**src/rtl/encoder_pkg.sv**
```systemverilog
// Shared constants for the 2^N-to-N arbitrating encoder: pick modes and FSM state encoding.
package encoder_pkg;
  localparam int MODE_FIXED = 0;
  localparam int MODE_RR    = 1;

  typedef enum logic {
    ST_IDLE = 1'b0,
    ST_BUSY = 1'b1
  } state_t;
endpackage

```
**src/rtl/encoder_pick_2pNxN.sv**
```systemverilog
// Combinational pick: first set bit of vec at or after start (wrapping); start is
// ignored in fixed-priority mode so the search always begins at index 0.
module encoder_pick_2pNxN
  import encoder_pkg::*;
#(
  parameter int N = 2
) (
  input  logic [2**N-1:0] vec,
  input  logic [N-1:0]    start,
  input  logic            mode,
  output logic [N-1:0]    idx,
  output logic            any
);
  localparam int W = 2**N;

  logic [N-1:0] base;
  logic [N-1:0] j;
  logic         found;

  assign base = mode ? start : '0;
  assign any  = |vec;

  // N-bit index arithmetic wraps modulo 2**N for free.
  always_comb begin
    idx   = '0;
    found = 1'b0;
    j     = '0;
    for (int k = 0; k < W; k++) begin
      j = base + N'(k);
      if (!found && vec[j]) begin
        idx   = j;
        found = 1'b1;
      end
    end
  end
endmodule

```
**src/rtl/arb_encoder_2pnxn.sv**
```systemverilog
// Arbitrating 2^N-to-N encoder: serialises the set bits of a request vector as indices.
// Optional OUT_LAST output enabled by defining ARB_ENCODER_LAST_EN.
module arb_encoder_2pnxn
  import encoder_pkg::*;
#(
  parameter int N    = 2,
  parameter int MODE = 0
) (
  input  logic            CLK,
  input  logic            RST,
  input  logic [2**N-1:0] IN,
  input  logic            IN_VALID,
  output logic            IN_READY,
  output logic [N-1:0]    OUT,
  output logic            OUT_VALID,
  input  logic            OUT_READY
`ifdef ARB_ENCODER_LAST_EN
  ,
  output logic            OUT_LAST
`endif
);
  localparam int W = 2**N;

  state_t       state;
  logic [W-1:0] pend;
  logic [W-1:0] remain;
  logic [W-1:0] pvec;
  logic [N-1:0] ptr;
  logic [N-1:0] pstart;
  logic [N-1:0] pidx;
  logic         pany;

  assign remain = pend & ~(W'(1) << OUT);

  // One picker serves both the initial grant (from IN) and the follow-on grant
  // (from what survives the handshake, starting just past the granted index).
  assign pvec   = (state == ST_IDLE) ? IN  : remain;
  assign pstart = (state == ST_IDLE) ? ptr : OUT + N'(1);

  encoder_pick_2pNxN #(.N(N)) u_pick (
    .vec   (pvec),
    .start (pstart),
    .mode  (MODE == MODE_RR),
    .idx   (pidx),
    .any   (pany)
  );

  assign IN_READY  = (state == ST_IDLE);
  assign OUT_VALID = (state == ST_BUSY);

`ifdef ARB_ENCODER_LAST_EN
  assign OUT_LAST = (state == ST_BUSY) && (remain == '0);
`endif

  always_ff @(posedge CLK or posedge RST) begin
    if (RST) begin
      state <= ST_IDLE;
      pend  <= '0;
      ptr   <= '0;
      OUT   <= '0;
    end else if (state == ST_IDLE) begin
      // An all-zero vector is consumed without producing a grant.
      if (IN_VALID && pany) begin
        pend  <= IN;
        OUT   <= pidx;
        state <= ST_BUSY;
      end
    end else if (OUT_READY) begin
      pend <= remain;
      ptr  <= OUT + N'(1);
      if (pany) OUT   <= pidx;
      else      state <= ST_IDLE;
    end
  end
endmodule

```
**config.mk**
```make
export PLATFORM = sky130hd
export DESIGN_NAME = arb_encoder_2pnxn
export DESIGN_NICKNAME = d
export VERILOG_FILES = /design/src/rtl/encoder_pkg.sv /design/src/rtl/encoder_pick_2pNxN.sv /design/src/rtl/arb_encoder_2pnxn.sv
export SDC_FILE = /design/constraint.sdc
export NUM_CORES = 1
export LEC_CHECK = 0
export CAP_MARGIN = 15
export CORE_AREA = 5 5 42 44
export DETAILED_ROUTE_END_ITERATION = 6
export DIE_AREA = 0 0 47 49
export SKIP_LAST_GASP = 1
export SYNTH_ARGS = -nofsm -noshare
export SYNTH_HDL_FRONTEND = slang
export SYNTH_SLANG_ARGS = --single-unit
```
**constraint.sdc**
```tcl
create_clock -name CLK -period 1.5 [get_ports CLK]
set_input_delay 0.225 -clock CLK [delete_from_list [all_inputs] [get_ports CLK]]
set_output_delay 0.225 -clock CLK [all_outputs]
set_load 0.05 [all_outputs]
```
* After elaboration in Yosys (flattened, before gate mapping)
Cells that the tools add are included.
** Operators by class
- Equality and inequality tests :: 2
- Reductions and logical operators :: 11
- Bitwise operators :: 3
- Shift-type cells :: 1
- Multiplexer cells :: 18
** Operator list (count)
- 4-bit 2-to-1 mux :: 4
- 2-bit 2-to-1 mux :: 6
- 1-bit 2-to-1 mux :: 8
- 4-bit AND :: 1
- 1-bit logical AND :: 4
- 4-bit NOT :: 1
- 4-bit OR reduction :: 1
- 1-bit by 2-bit left shift with 4-bit output (first input constant) :: 1
- 1-bit zero test :: 3
- 3-bit AND reduction :: 1
- 2-bit by 1-bit inequality test with 1-bit output (second input constant) :: 1
- 2-bit inequality test (second input constant) :: 1
- 2-bit AND reduction :: 1
- 2-bit nonzero test :: 1
- 1-bit NOT :: 1
** Word-level totals
- Output and inout port bits :: 4
- Register bits after elaboration :: 7
- Word-level logic and storage cells :: 38
- Input bits :: 8

* Logic depth before layout (Yosys ltp)
Gate-level depths: netlist (run 1).
- Word-level depth :: 17
- Gate-level depth with buffers :: 5
- Depth with buffers taken out :: 4

* By module
Synthesis (run 1) repeated with hierarchy kept, for this count alone.
** Second synthesis, totals
- Cell total of the unflattened synthesis :: 73
- Area, all modules :: 700.7 um^2
** By module, submodules not included
- arb_encoder_2pnxn :: cells an instance 47, instances 1, seq. area each 225.2 um^2, area an instance 549.3 um^2
- encoder_pick_2pNxN :: cells an instance 26, instances 1, seq. area each 0.0 um^2, area an instance 151.4 um^2

* Least setup slack after synthesis (run 1)
OpenSTA, ideal clock, no wires.
- Path kind :: register to register
- From :: reg state, in the netlist OUT_VALID
- To :: reg pend[0]
- Stages on the path, launching flop included :: 6
- Clock period less this slack :: 1768 ps
- Data arrival time :: 1640 ps
- Library setup time :: 128 ps
- Slack :: -268 ps
- Cell sequence :: dfrtp_1 > buf_6 > inv_2 > a2bb2oi_4 > a21oi_2 > mux2_1
** On the way
- Word-level cells in the longest chain between the ends :: 5
** Ends and longest elaborated chain
- start: declaration :: RTL line arb_encoder_2pnxn.sv:24 : state_t state;
- start signal: assignment :: RTL line arb_encoder_2pnxn.sv:57 : state <= ST_IDLE;
- start signal: assignment :: RTL line arb_encoder_2pnxn.sv:66 : state <= ST_BUSY;
- start signal: assignment :: RTL line arb_encoder_2pnxn.sv:72 : else state <= ST_IDLE;
- 4-bit 2-to-1 mux :: RTL line arb_encoder_2pnxn.sv:37 : assign pvec = (state == ST_IDLE) ? IN : remain;
- 4-bit OR reduction :: RTL line encoder_pick_2pNxN.sv:21 : assign any = |vec;
- 1-bit logical AND :: RTL line arb_encoder_2pnxn.sv:63 : if (IN_VALID && pany) begin
- 2-bit nonzero test (no line)
- 2-bit AND reduction (no line)
- end signal: assignment :: RTL line arb_encoder_2pnxn.sv:69 : pend <= remain;
- end: declaration :: RTL line arb_encoder_2pnxn.sv:25 : logic [W-1:0] pend;
Parallel ways exist; a longest one is shown, timed or not.
A chain may end at the register's enable or synchronous reset.

* Worst setup path after layout (run 1)
- From :: reg OUT[0]
- To :: reg pend[2]
** On the way
- Word-level cells in the longest chain between the ends :: 8
** Ends and longest elaborated chain
- start: declaration :: RTL line arb_encoder_2pnxn.sv:14 : output logic [N-1:0] OUT,
- start signal: assignment :: RTL line arb_encoder_2pnxn.sv:65 : OUT <= pidx;
- start signal: assignment :: RTL line arb_encoder_2pnxn.sv:71 : if (pany) OUT <= pidx;
- 1-bit by 2-bit left shift with 4-bit output (*) :: RTL line arb_encoder_2pnxn.sv:33 : assign remain = pend & ~(W'(1) << OUT);
- 4-bit NOT (*) :: RTL line arb_encoder_2pnxn.sv:33
- 4-bit AND (*) :: RTL line arb_encoder_2pnxn.sv:33
- 4-bit 2-to-1 mux :: RTL line arb_encoder_2pnxn.sv:37
- 4-bit OR reduction :: RTL line encoder_pick_2pNxN.sv:21
- 1-bit logical AND :: RTL line arb_encoder_2pnxn.sv:63
- 2-bit nonzero test (no line)
- 2-bit AND reduction (no line)
Every way passes the cells marked *; elsewhere a longest branch is shown, timed or not. The select of a mux whose other input is x is not followed.

==> flow_metrics.tcl, run 1 <==
set metrics [dict create \
    max_clock_freq_ghz 0.697 \
    cts_tree "done" \
    htree_num_levels 1 \
    ctsLongestPathBuffers 2 \
    cts_hold_buf 0 \
    syn-num-nets 51 \
    avgSynthCellArea_um2 10.5 \
    post_cts_buffers 0 \
    initial_core_util_pct 32.2 \
    cts_resized 0 \
    routed_wl_um 1160 \
    grt_pass1_vias 420 \
    relSlewSlack_pct 81.6 \
    finish.utilization_pct 51.6 \
    async_flop_share_pct 100 \
    critPathArrivalTime_ns 1.57 \
    grt_pass1_wl_um 1990 \
    setup_viol 0 \
    period_share_pct 95.6 \
    worstSetupStartpointType "flip-flop" \
    clk_pin_slew_ns 0.06 \
    layout-drive-gt1-share_pct 36.9 \
    cp_max_fo 6 \
    num_vias 439 \
    min_period_ns 1.43 \
    r2r_end "pend[2]" \
    rsz0062_at_grt "false" \
    worstSetupEndpointType "flip-flop" \
    drcViolationCount 0 \
    drv_cap 0 \
    io_pins 12 \
    cp.required_ns 1.64 \
    area_delta_synth_final_pct 60.1 \
    first_pass_iters 4 \
    antenna_cells 0 \
    place_congestion 0.804 \
    final_cell_area_um2 723 \
    synth_common_cells "dfrtp_1, nand2_1, o21ai_0, a21oi_1, a31oi_1" \
    critical_path_class "reg2reg" \
    dp_worst_setup_slack_ns -0.0680 \
    clock-root-buffer "clkbuf_4" \
    cts_sinks 7 \
    yosysSeqAreaShare_pct 38.8 \
    timing.rr.start "OUT[0]" \
    p_per_area_mw_per_mm2 2280 \
    synth_top_area_share_pct 38.8 \
    tightest_slew_ns 0.276 \
    antenna_left 0 \
    status "complete, no violations" \
    dp_cells 76 \
    ir_drop_mv 1.34 \
    skew_ns 0.00155 \
    synth_edf_count 0 \
    synth_cell_types 25 \
    yosysMostFrequentCell "dfrtp_1" \
    r2r_slack_ns 0.07 \
    grt_max_degree 11 \
    synth_seq_cells 7 \
    hold_path_class "in2async" \
    vias_per_cell 5.42 \
    clock_latency_ns 0.26 \
    leakage_uw 0.000308 \
    numPortBuffers 11 \
    synthCells 43 \
    placed_area_um2 692 \
    slew_viol_final 0 \
    track_usage_pct 12.5 \
    r2r_cells 4 \
    die_h_um 49 \
    row_count 14 \
    drtIter0Drc 25 \
    netlist_area_um2 452 \
    hold_viol 0 \
    cts_inserted_buffers 3 \
    synth_ff_type "dfrtp_1" \
    die_area_mm2 0.00230 \
    core_area_mm2 0.00140 \
    setup_slack_ns 0.0655 \
    num-nets-final 74 \
    globalRoute.totalOverflow 0 \
    finalSetupTns_ns 0 \
    die_w_um 47 \
    yosys-top-cells-area "dfrtp_1, a2bb2oi_4, mux2_1, nor4_4, o21ai_0" \
    grt_antenna_before_repair 0 \
    wire_per_inst_um 14.3 \
    yosysWarnings 0 \
    yosys.area.top_type "dfrtp_1" \
    dp_hpwl_um 851 \
    fin_cells 81 \
]
[cell families (layout without fill, tap and decap cells)]
kind of cell,Yosys count,count (layout),share of synthesized area [%]
AO/OA/AOI/OAI,18,18,31.6
buffers and inverters,3,25,4.15
AND/OR/NAND/NOR,12,12,17.5
multiplexers,3,3,8.03
flip-flops,7,7,38.8
[per-layer routing]
layer | routed length [µm] | vias to the layer above | global-route usage [%] | part of all wire [%]
li1 | - | 209 | - | -
met1 | 527 | 211 | 17.1 | 45
met2 | 518 | 15 | 15.6 | 45
met3 | 86 | 4 | 5.90 | 7.4
met4 | 27 | 0 | 6.91 | 2.3
met5 | 0 | - | 0 | 0
[worst max-delay path: stages, from the launching register on]
cell and delay [ns]:
dfrtp_2 0.46, nor2b_4 0.16, a2bb2oi_4 0.17, a21oi_2 0.18
mux2_1 0.35
[worst max-delay path by stage]
| stage | depth (start not counted) | start | to | slack, ns |
|---|---|---|---|---|
| floorplan | 5 | OUT_VALID | pend[0] | 0.005 |
| global placement | 5 | IN[2] | OUT_VALID | -0.06 |
| detailed placement | 4 | IN[3] | pend[2] | -0.07 |
| CTS | 4 | OUT_VALID | pend[2] | 0.04 |
| global route | 4 | OUT[0] | pend[2] | 0.01 |
| finish | 4 | OUT[0] | pend[2] | 0.07 |
[cells in the final DEF, fill, tap and decap left out]
cell,count
nor2_1,1
o211ai_1,1
nor3_1,1
o22a_1,1
clkdlybuf4s50_1,7
clkbuf_1,1
a21oi_1,3
dfrtp_2,3
dfrtp_1,4
a21oi_2,1
a2bb2oi_1,1
mux2_1,2
inv_1,1
nor2b_4,1
nor4_4,1
nand2b_1,1
nand2_1,4
o21ai_0,4
clkbuf_4,3
mux2i_2,1
nor4_1,1
nor2b_1,2
inv_8,1
buf_2,1
a41o_1,1
buf_4,6
o21ba_1,1
a2bb2oi_4,1
a31oi_1,3
o2bb2ai_1,1
buf_12,5
[power by group]
group	internal [µW]	leakage (µW)	switching, µW
sequential	286	0.0000830	121
combinational	555	0.000210	507
clock	102	0.0000150	79.2
[metrics by stage]
stage	hold slack [ns]	power [µW]
after floorplan	0.0282	1010
after global placement	0.473	1450
after detailed placement	0.482	1450
after CTS	0.211	1650
after global routing	0.229	1760
final	0.200	1650
[state kept, by name, indices dropped and copies added, names as in the netlist]
signal,flops
OUT_VALID,1
pend,4
OUT,2
[layout make-up]
class                      instances  area (µm²)
fill                             126         678
multi-input combinational         33         263
timing repair buffer              19         220
sequential                         7         179
clock buffer                       4        26.3
tap                               16        20.0
inverter                           2        15.0
(Power assumes the default switching activity.)
==> inputs of run 2 (changes only) <==
- PLACE_DENSITY: default -> 0.71
==> run 2 against run 1 <==
Effect of this change: combinational power barely moved; die area unchanged; sequential share of layout area rose by 0.35 points; fmax increased by 1.3%; clock power is 3% lower; hold slack got worse by 0.013 ns; count of clock-buffer cells in the layout did not move; setup slack gained 0.018 ns; utilization fell by 0.71 points; non-clock buffer count unchanged; critical path type unchanged.
==> flow_metrics.tcl, run 2 (synthesized netlist as in run 1, its figures left out) <==
set metrics [dict create \
    clock_latency_ns 0.26 \
    grt_pass1_vias 448 \
    clock-root-buffer "clkbuf_4" \
    drv_cap 0 \
    globalRoute.totalOverflow 0 \
    cp_max_fo 9 \
    worstSetupEndpointType "flip-flop" \
    drtIter0Drc 9 \
    final_cell_mix "buf_4, clkdlybuf4s50_1" \
    io_pins 12 \
    hold_ws_ns 0.188 \
    placed_area_um2 679 \
    rsz0062_at_grt "false" \
    grt_pass1_wl_um 1950 \
    worstSetupStartpointType "flip-flop" \
    num-nets-final 74 \
    finalSetupTns_ns 0 \
    largest_register_ffs 4 \
    slew_viol_final 0 \
    clk_pin_slew_ns 0.06 \
    ctsLongestPathBuffers 2 \
    max_clock_freq_ghz 0.706 \
    min_period_ns 1.42 \
    die_w_um 47 \
    skew_ns 0.0119 \
    leakage_uw 0.000304 \
    largest-register "pend" \
    cts_resized 0 \
    num_vias 417 \
    area_delta_synth_final_pct 57.9 \
    first_pass_iters 4 \
    p_per_area_mw_per_mm2 2280 \
    core_area_mm2 0.00140 \
    initial_core_util_pct 32.2 \
    setup_slack_ns 0.0835 \
    grt_antenna_before_repair 0 \
    period_share_pct 94.4 \
    layout-drive-gt1-share_pct 36.9 \
    setup_viol 0 \
    antenna_cells 0 \
    critPathArrivalTime_ns 1.56 \
    critical_path_class "reg2reg" \
    grt_max_degree 10 \
    dp_hpwl_um 879 \
    ir_drop_mv 1.12 \
    dp_cells 76 \
    numPortBuffers 11 \
    vias_per_cell 5.15 \
    cp.required_ns 1.64 \
    wire_per_inst_um 13.7 \
    die_h_um 49 \
    status "complete, no violations" \
    drcViolationCount 0 \
    routed_wl_um 1110 \
    relSlewSlack_pct 80.0 \
    row_count 14 \
    final_cell_area_um2 713 \
    fin_cells 81 \
    tightest_slew_ns 0.299 \
    cts_sinks 7 \
    die_area_mm2 0.00230 \
    track_usage_pct 11.6 \
    hold_path_class "in2async" \
    antenna_left 0 \
    cts_tree "done" \
    dp_worst_setup_slack_ns -0.0814 \
    place_congestion 0.717 \
    cts_inserted_buffers 3 \
    hold_viol 0 \
    final_common_cell "buf_4" \
    htree_num_levels 1 \
]
## run 2: changes by cell type in the layout (fill, tap and decap cells not counted)
cell / previous run / this run
buf_4: 6 / 8
buf_12: 5 / 4
buf_2: 1 / 0
## run 2: power breakdown
group / internal [µW] / switching, µW
registers: 286 / 104
clock network: 102 / 74.2
logic: 546 / 513
total: 934 / 691
## run 2: layout make-up
type,count,area [µm²]
clock buffers,4,26.3
fillers,129,688
inverters,2,15.0
multi-input cells,33,263
flip-flops and latches,7,179
well taps,16,20.0
repair buffers,19,210
## run 2: stage by stage
stage	power, µW	util (%)
4_1_cts	1620	50.4
2_1_floorplan	1010	-
6_report	1620	50.9
3_3_place_gp	1420	48.5
5_1_grt	1740	50.9
3_5_place_dp	1440	48.5
## run 2: repair_timing
action | CTS | global route
buffers inserted | 0 | 1
hold buffers | 0 | 0
setup endpoints to repair | 0 | 5
## run 2: worst max-delay path, stage by stage, from the launching register on
cell and delay, ns:
dfrtp_2 0.48, buf_4 0.18, inv_8 0.06, a2bb2oi_4 0.07, a21oi_2 0.17, mux2_1 0.34
## run 2: path summary, 6_finish.rpt
check	start	to	slack (ns)	cells past startpoint
setup / recovery	OUT_VALID	pend[0]	0.08	5
hold / removal	RST	pend[1]	0.19	2
setup reg to reg	OUT_VALID	pend[0]	0.08	5
hold reg to reg	pend[2]	pend[2]	0.49	1
max in group asynchronous	RST	OUT[1]	1.07	2
min in group CLK	pend[2]	pend[2]	0.49	1
## run 2: layer usage
metal / part of all wire, % / track usage, % / vias up / wire length (µm)
met4: 0 / 1.38 / 0 / 0
met5: 0 / 0 / - / 0
met3: 6.4 / 6.64 / 0 / 71
met2: 48 / 16.5 / 11 / 532
met1: 46 / 15.5 / 199 / 507
li1: - / - / 207 / -
==> edit 1, RTL diff (config.mk and constraints of run 2) <==
`N` is set to 2 in 2 places; all go to 4. Comments in the files are not updated.
--- a/src/rtl/encoder_pick_2pNxN.sv
+++ b/src/rtl/encoder_pick_2pNxN.sv
@@ -3,7 +3,7 @@
 module encoder_pick_2pNxN
   import encoder_pkg::*;
 #(
-  parameter int N = 2
+  parameter int N = 4
 ) (
   input  logic [2**N-1:0] vec,
   input  logic [N-1:0]    start,
--- a/src/rtl/arb_encoder_2pnxn.sv
+++ b/src/rtl/arb_encoder_2pnxn.sv
@@ -3,7 +3,7 @@
 module arb_encoder_2pnxn
   import encoder_pkg::*;
 #(
-  parameter int N    = 2,
+  parameter int N    = 4,
   parameter int MODE = 0
 ) (
   input  logic            CLK,
Interface: changed (resized IN and OUT); port bits go from 12 to 26. The function was not compared with the original's and may differ.
==> edit 1 against run 2 <==
- synthesized area rose to 3.5 times the old value
- the flow now stops in global placement without I/O
- synthesized cell count grew to 3.6 times the old value
==> edit 1: results (changes against run 2) <==
----------------------------------------------------
[Yosys]
  Top cells by count, synth ... dfrtp_1, nand2_1, nor2_1
  Proportion of synthesized chip area in sequential cells ... 0.335 (-0.0529)
  Compound-gate portion of the synthesized area ... 0.230 (-0.0861)
  Post-Synthesis Net Count ... 175 (+240%)
  Post-synthesis adder-cell area fraction ... 0 (unchanged)
  Multiplexer share of the synthesized area ... 0.0989 (+0.0186)
  Yosys synthesis warning count ... 0 (unchanged)
  Synthesized flop and latch total ... 21 (+14)
  Top post-synthesis cells by area ... dfrtp_1, mux2_1, o2bb2ai_1, nand2_1, nor2_1
  Post-Syn Instances ... 155 (+260%)
  Fraction of synthesized cell area in xor and xnor cells ... 0 (unchanged)
  Number of distinct library cells after synthesis ... 48 (+92%)
  Post-synthesis async set-or-reset flop share ... 1.00 (unchanged)
  Main combinational cell family by area after synthesis ... simple AND/OR/NAND/NOR gates

[Die]
  Die W ... 47 µm (unchanged)

[Run status]
  Stage where the run ended ... global placement without I/O
  Outcome ... aborted with a tool error
  Tool Error ... [ERROR GPL-0301] Utilization 128.967 % exceeds 100%.

----------------------------------------------------
==> edit 1: logic make-up after synthesis <==
logic type             count (synthesis)
AO/OA/AOI/OAI                         42
buffers and inverters                 15
flip-flops                            21
multiplexers                          14
AND/OR/NAND/NOR                       63
==> edit 2, RTL diff (settings of run 2) <==
Without the edit above. Make the reset (`RST`) synchronous in one clocked block.
--- a/src/rtl/arb_encoder_2pnxn.sv
+++ b/src/rtl/arb_encoder_2pnxn.sv
@@ -52,7 +52,7 @@
   assign OUT_LAST = (state == ST_BUSY) && (remain == '0);
 `endif
 
-  always_ff @(posedge CLK or posedge RST) begin
+  always_ff @(posedge CLK) begin
     if (RST) begin
       state <= ST_IDLE;
       pend  <= '0;
Behaviour: differs if RST is asserted again (counterexample within 4 cycles, from zero or initial values and one cycle with RST high); with RST held inactive, the same outputs for 10 cycles.
==> edit 2 against run 2 <==
- sequential cell count stayed put
- setup slack lost 44 ps
- routed wire length increased by 8.3%
- cell area up 3.7%
- largest cell class unchanged
- synthesized area down 5.8%
- critical path depth unchanged
- die area did not move
- final cell count rose by 6.2%
Power is not compared: it rests on default switching activity, and its combinational part moved more than twofold at a synthesized area within 25%.
==> edit 2: results (changes against run 2) <==
----------------------------------------------------
[Yosys]
  Proportion of synthesized chip area in sequential cells ... 0.329 (-0.0584)
  Number of distinct library cells after synthesis ... 19 (-24%)
  Post-Synthesis Net Count ... 54 (+5.9%)
  Post-synthesis async set-or-reset flop share ... 0 (-1.00)
  Top post-synthesis cells by area ... dfxtp_1, nand2_1, a21oi_1, a221oi_1, a2bb2oi_2
  Post-Syn Instances ... 46 (+7.0%)
  Flip-flop cell with the highest count after synthesis ... dfxtp_1

[Place]
  HPWL Detailed ... 843 µm (-4.1%)
  Gpl congestion ... 0.850 (+19%)
  Number of placed cells counting well taps ... 79 (+3.9%)

[Layout]
  Proportion of layout cells with a drive suffix above 1 ... 0.471 (+0.102)
  Final Non-Filler Cells ... 86 (+6.2%)

[Critical path]
  Slowest cell on crit path ... dfxtp_4
  Category of cells accounting for the largest share of critical-path delay ... compound AO/OA/AOI/OAI gates
  Reg2reg start ... OUT[0]$_SDFFE_PP0P_
  Critical Path Start Type ... register
  Capturing point of the worst reg2reg path ... pend[2]$_SDFFE_PP0P_
  Largest stage delay on the critical path ... 370 ps (-110 ps)
  Critical Path AT ... 1630 ps (+70 ps)

[Timing]
  Final period utilization ... 0.974 (+0.0292)
  Post-route clock skew ... 0.254 ps (-11.6 ps)

[GRT]
  Overall global routing resource usage ... 0.107 (-0.00840)
  Vias in the first global route ... 407 (-9.2%)
  Wire length of the first global-routing pass ... 1760 µm (-9.6%)

[Run status]
  Outcome ... finished, final reports clean

[Route]
  Count of vias placed by the detailed router ... 463 (+11%)
  First-iteration detailed-routing DRC count ... 4 (-5)
  DRT Pass-1 Iters ... 2 (-2)

[Hold path]
  Worst Hold Class ... register to register

----------------------------------------------------
## edit 2: timing repair
action                                 in CTS  in global routing
endpoints found under the hold margin       0                  0
resized for setup                           0                  8
buffers inserted                            0                  3
setup endpoints to repair                   0                  4
## edit 2: cells by family after synthesis
family | synth area share
compound gates | 0.421
buf+inv | 0.0559
flops | 0.329
simple gates | 0.194
## edit 2: power breakdown
| group | internal [mW] | leakage, nW | switching, mW |
|---|---|---|---|
| Clock | 0.102 | 0.0150 | 0.0717 |
| Combinational | 0.153 | 0.231 | 0.154 |
| Sequential | 0.211 | 0.0599 | 0.0269 |
## edit 2: final cells by class
type                            count  area, µm²
Clock buffer                        4       26.3
Fill cell                         132        662
Inverter                            2       12.5
Multi-Input combinational cell     36        325
Sequential cell                     7        151
Tap cell                           16       20.0
Timing Repair Buffer               21        204
## edit 2: layer usage
| layer | track usage | vias to the layer above | wire (µm) |
|---|---|---|---|
| li1 | - | 227 | - |
| met1 | 0.119 | 220 | 466 |
| met2 | 0.167 | 11 | 649 |
| met3 | 0.0332 | 5 | 55 |
| met4 | 0.0691 | 0 | 32 |
| met5 | 0 | - | 0 |
## edit 2: per-stage QoR
| stage | area, µm² | setup TNS, ps | hold WS [ps] |
|---|---|---|---|
| after CTS | 672 | 0 | 546 |
| after detailed placement | 646 | -805 | 540 |
| after floorplan | 463 | -2.02 | 284 |
| after global routing | 739 | -179 | 572 |
| final | 739 | 0 | 561 |
| after global placement | 646 | -708 | 546 |
## edit 2: how the worst max path moves through the flow
stage               cells after the start                    to  slack, ps
global placement                        6  pend[3]$_SDFFE_PP0P_       -160
CTS                                     5  pend[1]$_SDFFE_PP0P_         10
global route                            5  pend[2]$_SDFFE_PP0P_        -60
detailed placement                      6  pend[1]$_SDFFE_PP0P_       -180
floorplan                               6  pend[0]$_SDFFE_PP0P_       -0.5
finish                                  5  pend[2]$_SDFFE_PP0P_         40
## edit 2: worst min-delay path, cell delays in order (launching register included)
cell and delay [ps]:
dfxtp_1 310, a21oi_1 140, a221oi_2 70
